===== src/rtl/uart_loader.sv =====
// rtl/uart_loader.sv - UART program loader: 8N1 receive, framed image to 16-bit memory writes, CPU hold.
// Optional macro UART_LOADER_CHECKSUM_EN adds the trailing checksum byte and its comparison.
module uart_loader #(
   parameter int CLKS_PER_BIT = 104,
   parameter int ADDR_WIDTH   = 8
) (
   input  logic                  clk,
   input  logic                  rst,
   input  logic                  rx,
   output logic                  mem_we,
   output logic [ADDR_WIDTH-1:0] mem_addr,
   output logic [15:0]           mem_data,
   output logic                  cpu_hold,
   output logic                  done,
   output logic                  error
);

   localparam int CW   = $clog2(CLKS_PER_BIT);
   localparam int HALF = CLKS_PER_BIT / 2;

   typedef enum logic [1:0] {R_IDLE, R_START, R_DATA, R_STOP} r_state_t;
   typedef enum logic [2:0] {L_WAIT, L_LEN, L_HI, L_LO, L_WR, L_CSUM, L_DONE, L_ERR} l_state_t;

   r_state_t r_state, r_next;
   l_state_t l_state, l_next;

   logic          rx_s1, rx_s2, rx_q;
   logic [CW-1:0] cnt;
   logic [2:0]    bit_idx;
   logic [7:0]    shreg;
   logic          byte_valid, frame_err;
   logic          bit_tick, fall;

   logic [8:0]    len_words, word_cnt;
   logic [7:0]    hi_byte;
   logic          last_word;
`ifdef UART_LOADER_CHECKSUM_EN
   logic [7:0]    csum;
`endif

   // rx_q is one extra stage so the falling edge is seen on synchronized data only
   always_ff @(posedge clk or posedge rst) begin
      if (rst) begin
         rx_s1 <= 1'b1;
         rx_s2 <= 1'b1;
         rx_q  <= 1'b1;
      end else begin
         rx_s1 <= rx;
         rx_s2 <= rx_s1;
         rx_q  <= rx_s2;
      end
   end

   assign fall     = rx_q & ~rx_s2;
   assign bit_tick = (cnt == CW'(CLKS_PER_BIT - 1));

   always_comb begin
      r_next = r_state;
      case (r_state)
         R_IDLE:  if (fall) r_next = R_START;
         R_START: if (cnt == CW'(HALF - 1)) r_next = rx_s2 ? R_IDLE : R_DATA;
         R_DATA:  if (bit_tick && bit_idx == 3'd7) r_next = R_STOP;
         R_STOP:  if (bit_tick) r_next = R_IDLE;
         default: r_next = R_IDLE;
      endcase
   end

   always_ff @(posedge clk or posedge rst) begin
      if (rst) begin
         r_state    <= R_IDLE;
         cnt        <= '0;
         bit_idx    <= '0;
         shreg      <= '0;
         byte_valid <= 1'b0;
         frame_err  <= 1'b0;
      end else begin
         r_state <= r_next;
         if (r_state == R_IDLE || r_next != r_state || bit_tick)
            cnt <= '0;
         else
            cnt <= cnt + 1'b1;
         if (r_state == R_IDLE && fall)
            bit_idx <= '0;
         if (r_state == R_DATA && bit_tick) begin
            shreg   <= {rx_s2, shreg[7:1]};
            bit_idx <= bit_idx + 1'b1;
         end
         byte_valid <= (r_state == R_STOP) && bit_tick && rx_s2;
         frame_err  <= (r_state == R_STOP) && bit_tick && !rx_s2;
      end
   end

   assign last_word = (word_cnt + 9'd1 == len_words);
   assign mem_we    = (l_state == L_WR);

   always_comb begin
      l_next = l_state;
      if (frame_err && (l_state inside {L_LEN, L_HI, L_LO, L_WR, L_CSUM})) begin
         l_next = L_ERR;
      end else begin
         case (l_state)
            L_WAIT, L_DONE, L_ERR: if (byte_valid && shreg == 8'hA5) l_next = L_LEN;
            L_LEN: if (byte_valid) l_next = L_HI;
            L_HI:  if (byte_valid) l_next = L_LO;
            L_LO:  if (byte_valid) l_next = L_WR;
`ifdef UART_LOADER_CHECKSUM_EN
            L_WR:  l_next = last_word ? L_CSUM : L_HI;
            L_CSUM: if (byte_valid) l_next = (shreg == csum) ? L_DONE : L_ERR;
`else
            L_WR:  l_next = last_word ? L_DONE : L_HI;
`endif
            default: l_next = L_WAIT;
         endcase
      end
   end

   always_ff @(posedge clk or posedge rst) begin
      if (rst) begin
         l_state   <= L_WAIT;
         mem_addr  <= '0;
         mem_data  <= '0;
         cpu_hold  <= 1'b1;
         done      <= 1'b0;
         error     <= 1'b0;
         len_words <= '0;
         word_cnt  <= '0;
         hi_byte   <= '0;
`ifdef UART_LOADER_CHECKSUM_EN
         csum      <= '0;
`endif
      end else begin
         l_state <= l_next;
         case (l_state)
            L_WAIT, L_DONE, L_ERR: begin
               if (l_next == L_LEN) begin
                  cpu_hold <= 1'b1;
                  done     <= 1'b0;
                  error    <= 1'b0;
               end
            end
            L_LEN: begin
               if (byte_valid) begin
                  // a length byte of zero encodes a full 256-word image
                  len_words <= (shreg == 8'd0) ? 9'd256 : {1'b0, shreg};
                  mem_addr  <= '0;
                  word_cnt  <= '0;
`ifdef UART_LOADER_CHECKSUM_EN
                  csum      <= '0;
`endif
               end
            end
            L_HI: begin
               if (byte_valid) begin
                  hi_byte <= shreg;
`ifdef UART_LOADER_CHECKSUM_EN
                  csum    <= csum + shreg;
`endif
               end
            end
            L_LO: begin
               if (byte_valid) begin
                  mem_data <= {hi_byte, shreg};
`ifdef UART_LOADER_CHECKSUM_EN
                  csum     <= csum + shreg;
`endif
               end
            end
            L_WR: begin
               mem_addr <= mem_addr + 1'b1;
               word_cnt <= word_cnt + 9'd1;
            end
            default: ;
         endcase
         if (l_next == L_ERR && l_state != L_ERR) begin
            error    <= 1'b1;
            cpu_hold <= 1'b1;
            done     <= 1'b0;
         end
         if (l_next == L_DONE && l_state != L_DONE) begin
            done     <= 1'b1;
            cpu_hold <= 1'b0;
         end
      end
   end

endmodule


===== config.mk =====
export PLATFORM = sky130hd
export DESIGN_NAME = uart_loader
export DESIGN_NICKNAME = d
export VERILOG_FILES = /design/src/rtl/uart_loader.sv
export SDC_FILE = /design/constraint.sdc
export NUM_CORES = 1
export LEC_CHECK = 0
export CORE_MARGIN = 3
export CORE_UTILIZATION = 45
export DETAILED_ROUTE_END_ITERATION = 12
export PLACE_DENSITY = 0.61
export SLEW_MARGIN = 40
export SYNTH_ARGS = -nofsm -noshare
export SYNTH_HDL_FRONTEND = slang
export SYNTH_SLANG_ARGS = --single-unit

===== constraint.sdc =====
create_clock -name clk -period 4.3 [get_ports clk]
set_input_delay 0.86 -clock clk [delete_from_list [all_inputs] [get_ports clk]]
set_output_delay 0.86 -clock clk [all_outputs]
set_load 0.01 [all_outputs]

==> flow_summary.toml, run 1 <==
[status]
outcome = "complete, no violations"

[synth]
synthFlopType = "dfrtp_1"
ys_types = 57
synthCells = 338
async_flop_share_pct = 100
yosysWarnings = 0
synth.avg_cell_area_um2 = 11.1
ys_ff_latch = 81
ys_seq_area_share_pct = 54.1
synth_nets = 346
synth_area_um2 = 3750
synth_edf_count = 0

[finish]
final_common_cell = "dfrtp_1"
layout_common_cells = "77 x dfrtp_1, 45 x nand2_1, 30 x clkdlybuf4s50_1, 24 x mux2_1, 20 x nor2_1"
nFillCells = 710
num_antenna_cells = 0
drive_gt1_share_pct = 11.1
nets = 372
syn_to_final_growth_pct = 14.5

[cts]
htree_levels = 3
cts_tree = "done"
worstSkewPairLatency_ns = 0.35
clk_pin_slew_ns = 0.09
clockBufferDepth = 2
cts_sinks = 81
numCtsBuffers = 9
cts_resized = 0
post_cts_buffers = 0
postCtsHoldBufs = 0
cts-root-buf = "clkbuf_8"

[critical_path]
r2r-start = "l_state[1]"
cp.arrival_ns = 2.32
critical_path_class = "register to output port"
crit_chain = "or3_4, inv_2, clkdlybuf4s50_1"
critPathLaunch = "l_state[1]"
worstSetupEndpointType = "output port"
cp.required_ns = 3.44
critPathLaunchType = "register"
slowest_stage = "dfrtp_1"
crit_fanout = 22
slowest_delay_ns = 0.58

[pwr]
p_leak_nw = 2.02
p_comb_share_pct = 5.4
powerDensity_nw_per_um2 = 330
p_sw_uw = 367
seqPwrFrac_pct = 57.5
vdd_drop_max_mv = 0.160
sw_frac_of_total_pct = 25.9
pwr-share-clk_pct = 37.1
internal_power_mw = 1.05

[job]
cap_viol_max_count = 0

[routing]
vias_per_cell = 5.47
drt_iter0_drc = 120
vias = 2575
ant_nets = 0
post_drt_wl_per_cell_um = 15.0
firstDrtPassIters = 4
routed_wirelength_mm = 7.09
drc = 0

[timing]
final-hold-violation-count = 0
slew_headroom_pct = 47.4
setup_viol = 0
skew_ns = 0.0104
fin_hold_ws_ns = 0.360
fin_setup_tns_ns = 0
rsz0062_at_grt = "false"
max_freq_mhz = 315
maxSlewViolCount = 0
min_period_over_period_pct = 73.9
worst_pin_slew_ns = 0.786
min_period_ns = 3.18

[grt]
overflow = 0
grt_use_met3_pct = 4.59
grtUsageTotal_pct = 15.8
grt_pass1_vias = 2587
busiest_layer = "met2"
met2_usage_pct = 24.4
grt_use_met1_pct = 21.5
grt_pass1_wl_mm = 12.3
grt_antenna_before_repair = 0
grt_start_max_net_pins = 47

[min_path]
hp-class = "register to register"
holdCritStartpoint = "rx_s1"

[place]
place_hpwl_mm = 4.65
gp_congestion = 0.802
port_buffers = 30

[floorplan]
die_w_um = 97.3
die_h_um = 97.3
rows = 32
pin_count = 31
start_util_pct = 47.4
die_area_um2 = 9480
core_um2 = 7930
path summary, 6_finish.rpt:
kind	end	slack [ns]	depth (start not counted)
max	mem_we	1.12	3
min	rx_s2	0.36	0
max reg2reg	mem_addr[3]	2.03	5
min reg2reg	rx_s2	0.36	0
max in group asynchronous	rx_q	2.47	3
min in group asynchronous	error	0.93	2
flip-flops by register name, summed over array words and instances, names as in the netlist, 2 cells and up:
| name | flops |
|---|---|
| bit_idx | 3 |
| cnt | 7 |
| hi_byte | 8 |
| l_state | 3 |
| len_words | 9 |
| mem_addr | 8 |
| mem_data | 16 |
| r_state | 2 |
| shreg | 8 |
| word_cnt | 9 |
metrics by stage:
stage,util (%),cell area [µm²],instances,setup WS [ns],power (mW)
2_1_floorplan,-,3750,338,1.37,0.888
3_3_place_gp,51.9,4110,455,1.54,0.907
3_5_place_dp,51.9,4110,455,1.50,0.911
4_1_cts,54.2,4300,471,1.11,1.45
5_1_grt,54.2,4300,471,0.997,1.49
6_report,54.2,4300,471,1.12,1.42
cell usage after synthesis (2+ instances only):
library cell	number	share of area [%]
o22ai_1	2	0.33
xnor2_1	10	2.3
and3_1	6	1.0
nand4_1	3	0.50
dfrtp_1	77	51
o31ai_1	6	1.2
o311ai_1	2	0.47
inv_1	5	0.50
buf_2	10	1.3
o21ai_1	19	2.5
o41ai_1	3	0.70
o21a_1	3	0.60
nand2b_1	2	0.33
nor3b_4	2	1.0
nand3_1	18	2.4
a21oi_1	7	0.93
or2_1	2	0.33
and2_1	2	0.33
o211ai_1	2	0.40
dfstp_2	4	2.8
mux2_1	24	7.2
nand3_2	2	0.53
a31oi_1	2	0.33
nand2_1	45	4.5
nand3b_1	4	0.80
nor4_1	2	0.33
o21ai_0	3	0.40
nor2_1	20	2.0
ha_1	5	1.7
mux2_2	9	2.7
xor2_1	8	1.9
clkbuf_1	4	0.40
area by class of cell:
cell class	instances	area, µm²	share of cell area (%)
multi-input cells	235	1620	37.7
clock buffers	10	138	3.20
flip-flops and latches	81	2030	47.3
clock inverters	6	47.5	1.11
inverters	6	25.0	0.582
well taps	102	128	2.97
repair buffers	31	308	7.16
power by group through the flow:
stage | logic [mW] | clock network, mW | registers [mW]
after floorplan | 0.0636 | 0 | 0.824
after global placement | 0.0765 | 0 | 0.830
after detailed placement | 0.0806 | 0 | 0.831
after CTS | 0.0798 | 0.551 | 0.817
after global routing | 0.0909 | 0.577 | 0.822
final | 0.0771 | 0.527 | 0.816
metal layers:
layer  up-vias  wire length (µm)  share of wire [%]
li1       1254                 -                  -
met1      1250              3470                 49
met2        61              3180                 45
met3        10               337                4.8
met4         0                99                1.4
met5         -                 0                  0
worst max-delay path: cells and delay by family (launching register included):
kind | cells | cell delay, ns
AND/OR/NAND/NOR | 1 | 0.58
buffers and inverters | 2 | 0.81
flip-flops | 1 | 0.58
kinds of logic after synthesis:
logic type | after synthesis | synth area share [%]
compound gates | 57 | 9.86
xor+xnor | 18 | 4.20
mux | 34 | 10.2
flops | 81 | 54.1
buf+inv | 22 | 2.73
simple gates | 121 | 17.3
fa+ha+maj | 5 | 1.67
Note: power is estimated with default switching activity, not from simulation.
==> inputs of run 2 (changes only) <==
--- a/config.mk
+++ b/config.mk
@@ -8,7 +8,7 @@
 export CORE_MARGIN = 3
 export CORE_UTILIZATION = 45
 export DETAILED_ROUTE_END_ITERATION = 12
-export PLACE_DENSITY = 0.61
+export PLACE_DENSITY = 0.64
 export SLEW_MARGIN = 40
 export SYNTH_ARGS = -nofsm -noshare
 export SYNTH_HDL_FRONTEND = slang
==> constraint.sdc (replaced) <==
create_clock -name clk -period 2.8 [get_ports clk]
set_input_delay 0.56 -clock clk [delete_from_list [all_inputs] [get_ports clk]]
set_output_delay 0.56 -clock clk [all_outputs]
set_load 0.01 [all_outputs]
==> flow_summary.toml, run 2 (synthesis gave the netlist of run 1 again) <==
[status]
outcome = "complete, no violations"

[floorplan]
die_area_um2 = 9480
die_h_um = 97.3
pin_count = 31
rows = 32
core_um2 = 7930
start_util_pct = 47.4
die_w_um = 97.3

[job]
cap_viol_max_count = 0

[finish]
reg_top3 = "mem_data (16), len_words (9), word_cnt (9)"
largest_register = "mem_data"
num_antenna_cells = 0
drive_gt1_share_pct = 12.3
nFillCells = 698
final_common_cell = "dfrtp_1"
syn_to_final_growth_pct = 16.2
largest_reg_flops = 16
layout_common_cells = "77 x dfrtp_1, 45 x nand2_1, 30 x clkdlybuf4s50_1, 24 x mux2_1, 20 x nor2_1"
nets = 378
fin_util_pct = 55.1

[timing]
setup_viol = 0
slew_headroom_pct = 64.3
maxSlewViolCount = 0
worst_pin_slew_ns = 0.535
max_freq_mhz = 371
final-hold-violation-count = 0
min_period_over_period_pct = 96.3
fin_setup_tns_ns = 0
rsz0062_at_grt = "false"
min_period_ns = 2.70
skew_ns = 0.00721

[min_path]
hp-class = "register to register"
holdCritStartpoint = "rx_s1"

[cts]
numCtsBuffers = 9
post_cts_buffers = 0
htree_levels = 3
clockBufferDepth = 2
clk_pin_slew_ns = 0.08
cts_tree = "done"
cts_sinks = 81
postCtsHoldBufs = 0
cts-root-buf = "clkbuf_8"
worstSkewPairLatency_ns = 0.35
cts_resized = 0

[routing]
ant_nets = 0
drt_iter0_drc = 82
post_drt_wl_per_cell_um = 14.3
vias_per_cell = 5.36
drc = 0
vias = 2555
firstDrtPassIters = 4
routed_wirelength_mm = 6.82

[critical_path]
critPathLaunchType = "register"
slowest_stage = "dfrtp_1"
slowest_delay_ns = 0.54
crit_fanout = 22
cp.required_ns = 2.24
crit_chain = "inv_1, or3_4, inv_2, clkdlybuf4s50_1"
cp.arrival_ns = 2.14
critPathLaunch = "l_state[2]"
crit_family = "buffers and inverters"
critical_path_class = "register to output port"
critPathBufInv = 3
worstSetupEndpointType = "output port"
r2r-start = "l_state[2]"

[place]
port_buffers = 30
place_hpwl_mm = 4.72
gp_congestion = 0.811

[grt]
grt_start_max_net_pins = 30
grt_antenna_before_repair = 0
grt_pass1_wl_mm = 11.9
overflow = 0
grt_pass1_vias = 2503
grtUsageTotal_pct = 15.3

[pwr]
powerDensity_nw_per_um2 = 511
p_leak_nw = 2.05
vdd_drop_max_mv = 0.407
[run 2: changes by cell type in the layout (fill, tap and decap cells not counted)]
cell | previous run | this run
buf_12 | 0 | 1
inv_6 | 4 | 2
bufinv_16 | 0 | 1
clkinv_2 | 1 | 2
buf_4 | 1 | 6
clkbuf_8 | 10 | 9
inv_4 | 1 | 0
clkbuf_1 | 0 | 1
clkinvlp_4 | 1 | 2
[run 2: cell type report]
cell class	count	area, µm²	area share (%)
clock buffer	10	128	2.92
clock inverter	6	67.6	1.55
inverter	6	23.8	0.545
multi-input combinational	235	1620	37.1
sequential	81	2030	46.6
tap	102	128	2.92
timing repair buffer	37	365	8.37
[run 2: report_power, final]
part / leakage, nW / switching (mW) / internal [mW]
clock network: 0.0933 / 0.440 / 0.417
logic: 0.852 / 0.0670 / 0.0542
registers: 1.11 / 0.0419 / 1.21
total: 2.05 / 0.549 / 1.68
[run 2: path summary, 6_finish.rpt]
path	endpoint	slack, ns	depth (start not counted)
setup / recovery	mem_we	0.10	4
hold / removal	rx_s2	0.36	0
setup reg to reg	cpu_hold	0.58	8
hold reg to reg	rx_s2	0.36	0
max in group asynchronous	cpu_hold	1.64	3
min in group asynchronous	cnt[6]	0.54	2
[run 2: layer usage]
| layer | routed length (µm) | GRT usage (%) | vias up |
|---|---|---|---|
| met5 | 0 | 0 | - |
| met4 | 84 | 5.01 | 0 |
| met3 | 291 | 5.03 | 9 |
| met2 | 3060 | 22.5 | 48 |
| met1 | 3380 | 21.5 | 1234 |
| li1 | - | - | 1264 |
[run 2: metrics by stage]
step	hold slack (ns)	std cells	worst slack (ns)	power, mW	cell area, µm²
CTS	0.364	477	0.0936	2.27	4360
global route	0.365	477	0.0103	2.34	4360
global placement	0.346	461	0.548	1.40	4170
finish	0.361	477	0.105	2.23	4360
detailed placement	0.350	461	0.501	1.40	4170
floorplan	0.345	338	0.167	1.36	3750
==> inputs of run 3 (changes only) <==
--- a/config.mk
+++ b/config.mk
@@ -5,10 +5,12 @@
 export SDC_FILE = /design/constraint.sdc
 export NUM_CORES = 1
 export LEC_CHECK = 0
+export CAP_MARGIN = 20
 export CORE_MARGIN = 3
 export CORE_UTILIZATION = 45
 export DETAILED_ROUTE_END_ITERATION = 12
 export PLACE_DENSITY = 0.64
+export SETUP_SLACK_MARGIN = 0.1
 export SLEW_MARGIN = 40
 export SYNTH_ARGS = -nofsm -noshare
 export SYNTH_HDL_FRONTEND = slang
==> flow_summary.toml, run 3 (synthesis gave the netlist of run 1 again) <==
[floorplan]
die_area_um2 = 9480
start_util_pct = 47.4
die_w_um = 97.3
die_h_um = 97.3
rows = 32
pin_count = 31
core_um2 = 7930

[pwr]
vdd_drop_max_mv = 0.407
p_comb_share_pct = 5.4
p_sw_uw = 550
pwr-share-clk_pct = 38.5
seqPwrFrac_pct = 56.1
p_leak_nw = 2.05
sw_frac_of_total_pct = 24.6
powerDensity_nw_per_um2 = 511
internal_power_mw = 1.68

[cts]
cts-root-buf = "clkbuf_8"
postCtsHoldBufs = 0
cts_sinks = 81
numCtsBuffers = 9
clockBufferDepth = 2
post_cts_buffers = 0
htree_levels = 3
clk_pin_slew_ns = 0.08
cts_tree = "done"
worstSkewPairLatency_ns = 0.35

[finish]
nets = 378
syn_to_final_growth_pct = 16.3
largest_register = "mem_data"
largest_reg_flops = 16
fin_util_pct = 55.1
final_common_cell = "dfrtp_1"
fin_area_um2 = 4370
num_antenna_cells = 0
drive_gt1_share_pct = 12.5
reg_top3 = "mem_data (16), len_words (9), word_cnt (9)"
layout_common_cells = "76 x dfrtp_1, 45 x nand2_1, 30 x clkdlybuf4s50_1, 24 x mux2_1, 20 x nor2_1"

[timing]
setup_viol = 0
maxSlewViolCount = 0
min_period_ns = 2.62
slew_headroom_pct = 64.3
min_period_over_period_pct = 93.6
worst_pin_slew_ns = 0.535
skew_ns = 0.00721
final-hold-violation-count = 0
fin_setup_tns_ns = 0
rsz0062_at_grt = "false"
max_freq_mhz = 382

[grt]
grt_antenna_before_repair = 0
grt_pass1_vias = 2503
grt_pass1_wl_mm = 11.9
grt_start_max_net_pins = 30
grtUsageTotal_pct = 15.3
overflow = 0

[critical_path]
cp.required_ns = 2.24
worstSetupEndpointType = "output port"
regToRegSetupSlack_ns = 0.65
r2r_end = "cpu_hold"
critPathLaunchType = "register"
rr_worst_depth = 7
crit_fanout = 22
r2r-start = "l_state[0]"
cp.arrival_ns = 2.06
critical_path_class = "register to output port"

[routing]
drc = 0
routed_wirelength_mm = 6.82
post_drt_wl_per_cell_um = 14.3
drt_iter0_drc = 75
vias_per_cell = 5.36
firstDrtPassIters = 4
vias = 2559
ant_nets = 0

[place]
gp_congestion = 0.811
port_buffers = 30
placed_area_um2 = 4170
place_hpwl_mm = 4.72

[status]
outcome = "complete, no violations"

[min_path]
hold_end = "rx_s2"
hp-class = "register to register"
holdCritStartpoint = "rx_s1"
holdPathStages = 0

[job]
cap_viol_max_count = 0
[run 3: changes by cell type in the layout (fill, tap and decap cells not counted)]
| cell | change |
|---|---|
| dfrtp_1 | -1 |
| dfrtp_2 | +1 |
[run 3: metal layers]
metal	global-route usage [%]	share of wire [%]	vias to the layer above
met3	5.03	4.2	9
met2	22.5	45	48
met4	5.01	1.2	0
li1	-	-	1264
met1	21.5	50	1238
met5	0	0	-
[run 3: how the worst max path moves through the flow]
stage	slack [ns]	end	cells past startpoint	startpoint
floorplan	0.17	bit_idx[0]	1	rst
global placement	0.55	mem_we	4	l_state[2]
detailed placement	0.50	mem_we	4	l_state[2]
CTS	0.15	mem_we	3	l_state[0]
global route	0.10	mem_we	3	l_state[0]
finish	0.18	mem_we	3	l_state[0]
[run 3: power by group through the flow]
stage	Clock (mW)	Combinational [mW]	Sequential, mW
2_1_floorplan	0	0.0977	1.27
3_3_place_gp	0	0.121	1.27
3_5_place_dp	0	0.126	1.27
4_1_cts	0.890	0.126	1.25
5_1_grt	0.939	0.144	1.26
6_report	0.858	0.121	1.25
[run 3: timing repair]
item	in CTS	in global routing
endpoints found under the setup margin	1	1
resized for setup	1	0
pin swaps	0	1
cloned	0	0
[run 3: through the flow]
step           hold slack (ns)  instances  power (mW)  setup slack (ns)
3_5_place_dp             0.350        461        1.40             0.501
5_1_grt                  0.365        477        2.34             0.104
6_report                 0.361        477        2.23             0.180
2_1_floorplan            0.345        338        1.36             0.167
3_3_place_gp             0.346        461        1.40             0.548
4_1_cts                  0.364        477        2.27             0.152
[run 3: final cells by class]
type                            instances  area [µm²]
Fill cell                             697        3560
Tap cell                              102         128
Multi-Input combinational cell        235        1620
Inverter                                6        23.8
Sequential cell                        81        2030
Clock buffer                           10         128
Clock inverter                          6        67.6
Timing Repair Buffer                   37         365
[run 3: worst max-delay path: stages, from the launching register on]
cell	delay, ns
dfrtp_1	0.53
or3_4	0.56
inv_2	0.09
clkdlybuf4s50_1	0.53
